$ cat src/rtl/return_stack.sv
// Return-address stack for the 19-bit CPU: CALL saves PC+1, RET exposes it on top_addr.
// Overflow and underflow are sticky until reset; the stack never wraps.
module return_stack #(
   parameter int ADDR_W = 19,
   parameter int DEPTH  = 16,
   parameter int CNT_W  = $clog2(DEPTH+1)
) (
   input  logic              clk,
   input  logic              rst,
   input  logic              push,
   input  logic              pop,
   input  logic              stall,
   input  logic [ADDR_W-1:0] ret_addr_in,
   output logic [ADDR_W-1:0] top_addr,
   output logic [CNT_W-1:0]  count,
   output logic              empty,
   output logic              full,
   output logic              overflow,
   output logic              underflow
);

   // Lower entries only: the top lives in its own register, so the array holds DEPTH-1 words.
   localparam int LOW_N = DEPTH - 1;
   localparam int IDX_W = (LOW_N > 1) ? $clog2(LOW_N) : 1;

   logic [ADDR_W-1:0] stk [0:LOW_N-1];
   logic [ADDR_W-1:0] top_q;
   logic [CNT_W-1:0]  cnt_q;
   logic              ovf_q, unf_q;

   logic              do_push, do_pop;
   logic              is_empty, is_full, has_two;
   logic [CNT_W-1:0]  cnt_m1, cnt_m2;
   logic [IDX_W-1:0]  wr_idx, rd_idx;
   logic [ADDR_W-1:0] below_top;
   logic              spill;

   assign do_push  = push & ~stall;
   assign do_pop   = pop  & ~stall;

   assign is_empty = (cnt_q == '0);
   assign is_full  = (cnt_q == CNT_W'(DEPTH));
   assign has_two  = (cnt_q >= CNT_W'(2));

   assign cnt_m1   = cnt_q - CNT_W'(1);
   assign cnt_m2   = cnt_q - CNT_W'(2);
   assign wr_idx   = cnt_m1[IDX_W-1:0];
   assign rd_idx   = cnt_m2[IDX_W-1:0];

   // Only a lone push onto a non-empty, non-full stack moves the old top down.
   assign spill    = do_push & ~do_pop & ~is_full & ~is_empty;

   always_comb begin
      below_top = '0;
      if (has_two) below_top = stk[rd_idx];
   end

   always_ff @(posedge clk) begin
      if (!rst && spill) stk[wr_idx] <= top_q;
   end

   always_ff @(posedge clk) begin
      if (rst) begin
         top_q <= '0;
         cnt_q <= '0;
         ovf_q <= 1'b0;
         unf_q <= 1'b0;
      end else if (do_push && do_pop) begin
         // Replace the top; on an empty stack the pop half underflows but the push still lands.
         top_q <= ret_addr_in;
         if (is_empty) begin
            cnt_q <= CNT_W'(1);
            unf_q <= 1'b1;
         end
      end else if (do_push) begin
         if (is_full) begin
            ovf_q <= 1'b1;
         end else begin
            top_q <= ret_addr_in;
            cnt_q <= cnt_q + CNT_W'(1);
         end
      end else if (do_pop) begin
         if (is_empty) begin
            unf_q <= 1'b1;
         end else begin
            top_q <= below_top;
            cnt_q <= cnt_m1;
         end
      end
   end

   assign top_addr  = top_q;
   assign count     = cnt_q;
   assign empty     = is_empty;
   assign full      = is_full;
   assign overflow  = ovf_q;
   assign underflow = unf_q;

endmodule
$ cat config.mk
export PLATFORM = sky130hd
export DESIGN_NAME = return_stack
export DESIGN_NICKNAME = d
export VERILOG_FILES = /design/src/rtl/return_stack.sv
export SDC_FILE = /design/constraint.sdc
export NUM_CORES = 1
export LEC_CHECK = 0
export BUFFER_PORTS_ARGS = -buffer_cell sky130_fd_sc_hd__buf_4
export CAP_MARGIN = 30
export CORE_MARGIN = 5
export CORE_UTILIZATION = 50
export CTS_CLUSTER_DIAMETER = 40
export CTS_CLUSTER_SIZE = 20
export DETAILED_ROUTE_END_ITERATION = 10
export PLACE_DENSITY = 0.67
export REMOVE_ABC_BUFFERS = 1
export SYNTH_ARGS = -nofsm -noshare
export SYNTH_HDL_FRONTEND = slang
export SYNTH_SLANG_ARGS = --single-unit
$ cat constraint.sdc
create_clock -name clk -period 3.9 [get_ports clk]
set_clock_uncertainty 0.1 [all_clocks]
set_input_delay 0 -clock clk [delete_from_list [all_inputs] [get_ports clk]]
set_output_delay 0 -clock clk [all_outputs]
set_load 0.05 [all_outputs]
==> flow_summary_export.csv <==
group,metric,value,unit
run_status,status,"finished clean",
clock_tree,cts_tree,"built",
yosys,syn_area,0.0124,mm2
timing,rsz0062_at_grt,"false",
drt,drt_pass1_iterations,5,
clock_tree,cts.sink_count,311,
drt,remaining_drc_errors,0,
yosys,synth_area_leaders,"edfxtp_1 69%, mux2i_1 7.4%, dfxtp_1 4.2%",
power_and_ir_drop,max-vdd-ir-drop,0.000322,V
timing,setup_violations,0,
floorplanning,die_x,168,um
yosys,synth_top_family_by_area,"multiplexers",
place,place_ws,0.869,ns
yosys,yosysTopAreaCell,"edfxtp_1",
drt,vias_per_cell,5.93,
timing,fmax,284,MHz
yosys,synth_top_area_share,68.9,%
layout,drive_gt1_share,22.2,%
yosys,synth_most_common_cell,"edfxtp_1",
clock_tree,cts-root-buf,"clkbuf_16",
setup_path,crit_arrival,3.80,ns
yosys,synthFlopType,"edfxtp_1",
global_routing,grt_util_met2,31.0,%
drt,postRouteAntennaNets,0,
floorplanning,core-area,0.0244,mm2
timing,period_share,90.2,%
global_routing,grt_antenna_before_repair,0,
setup_path,critPathLaunch,"count[0]",
layout,syn_to_final_growth,20.1,%
timing,fin_ws,0.384,ns
timing,max_slew_margin,49.6,%
place,dp.cells,1093,
global_routing,busiest_layer,"met2",
yosys,synth_edf_count,285,
yosys,synth_compound_area_share,7.91,%
global_routing,gr-total-overflow,0,
global_routing,met1_usage,29.1,%
global_routing,grt_pass1_wl,43.3,mm
clock_tree,clockBufferDepth,3,
drt,routedWlPerCell,24.0,um
place,dpl-instance-area,0.0133,mm2
yosys,synth_fa_ha_area_share,0.907,%
global_routing,grt_max_degree,55,
layout,layout.cells.non_filler,1195,
global_routing,met3_usage,4.81,%
layout,fin_area,0.0149,mm2
setup_path,timing.rr.start,"count[0]",
yosys,synth_seq_cells,311,
setup_path,crit_path_end_kind,"flop",
clock_tree,cts_made_buffers,37,
global_routing,grt_pass1_vias,7199,
place,gp_congestion,0.792,
setup_path,critPathMaxFanout,46,
power_and_ir_drop,powerDensity,584,mW/mm2
yosys,synth_cells,732,
yosys,synth-simple-area-share,3.85,%
yosys,synthArstFlopShare,0,%
layout,fin_nets,875,
yosys,ys_seq_area_share,73.1,%
clock_tree,clk_latency,0.52,ns
clock_tree,clk_pin_slew,0.06,ns
drt,num_vias,7085,
floorplanning,floorplan.die.height,168,um
drt,wirelength,28.7,mm
floorplanning,dieArea,0.0281,mm2
floorplanning,rows,57,
floorplanning,start_util,50.9,%
timing,min_period,3.52,ns
yosys,synth_xor_area_share,0.343,%
power_and_ir_drop,p_leak,4.94,nW
hold_path,holdPathStages,5,
run,maxCapViolations,0,
timing,tightest_slew,0.756,ns
yosys,synth_cell_types,41,
floorplanning,pin_count,52,
setup_path,reg2regPathDepth,8,
clock_tree,cts_resized,0,
hold_path,hp-start,"stall",
yosys,synth_common_cells,"285 x edfxtp_1, 92 x mux2i_1, 65 x nor2_1",
place,dp_hpwl,16.7,mm
clock_tree,post_cts_buffers,0,
power_and_ir_drop,finalPower,8.71,mW
setup_path,critPathKind,"flop to flop",
global_routing,gr-usage-all-layers,20.1,%
layout,diodes,0,
setup_path,crit_path_start_kind,"flop",
timing,drv_slew,0,
yosys,yosys_warnings,0,
hold_path,hp-class,"primary input to flop",
clock_tree,htree_levels,2,
place,io_buffers,51,
setup_path,required,4.19,ns
clock_tree,cts_hold_repair.buffers,34,
timing,hold_viol,0,
drt,drt_iter0_drc,766,
yosys,avgSynthCellArea,17.0,um2
yosys,synthMuxAreaShare,11.4,%
-- per-stage QoR --
step | utilization (%) | hold slack, ns | setup TNS (ns)
floorplan | - | -0.0309 | -983.75
global placement | 54.3 | 0.197 | 0
detailed placement | 54.5 | 0.223 | 0
CTS | 61.1 | 0.0104 | 0
global route | 61.1 | 0.0838 | 0
finish | 61.1 | 0.0387 | 0
-- layout by cell type (no fill, tap or decap), types with 16 or more instances in the layout --
cell and count:
edfxtp_1 285, mux2i_1 92, buf_4 74, nor2_1 50, clkbuf_16 39, dlygate4sd3_1 34, a211oi_1 28, a22oi_1 24
dfxtp_1 24, mux4_2 21, o22ai_1 19, nand2_1 18, nor2_2 16
-- state kept, by name, indices dropped and copies added (netlist names) --
| signal | count |
|---|---|
| overflow | 1 |
| underflow | 1 |
| stk | 285 |
| top_addr | 19 |
| count | 5 |
-- final cells by class --
class	count	area (um2)
fill	1815	9480
timing repair buffer	116	1050
inverter	6	22.5
clock inverter	27	294
sequential	311	9080
multi-input combinational	370	3080
tap	324	405
clock buffer	41	983
-- kinds of logic (layout without fill, tap and decap cells) --
logic type	Yosys count	count (layout)
adders and majority gates	9	9
DFF	311	311
buffers and inverters	51	190
and+or+nand+nor	107	107
AOI/OAI and AO/OA	136	136
muxes	114	114
xor gates and xnor gates	4	4
-- routing by layer --
metal | vias to the layer above | share of wire (%)
met5 | - | 0
met4 | 0 | 1.7
met3 | 45 | 7.4
met2 | 267 | 47
met1 | 3612 | 44
li1 | 3161 | -
-- where the power goes --
group	switching, mW	total [mW]	internal [mW]	leakage, nW
registers	0.166	3.95	3.79	2.81
logic	0.768	1.24	0.468	1.51
clock network	1.39	3.52	2.13	0.618
total	2.32	8.71	6.38	4.94
-- final timing paths --
kind                            slack, ns          end
worst max register to register       0.38  top_addr[5]
worst max-delay path                 0.38  top_addr[5]
worst min register to register       0.37     overflow
worst min-delay path                 0.04     overflow
-- critical path: stages (launching register included) --
cell	delay, ns
dfxtp_4	0.34
buf_4	0.60
buf_4	0.49
buf_16	0.33
mux2i_1	0.25
a211oi_1	0.08
o21ai_0	0.40
a311oi_1	0.15
dlygate4sd3_1	0.59
Power figures use the tool's default switching activity.
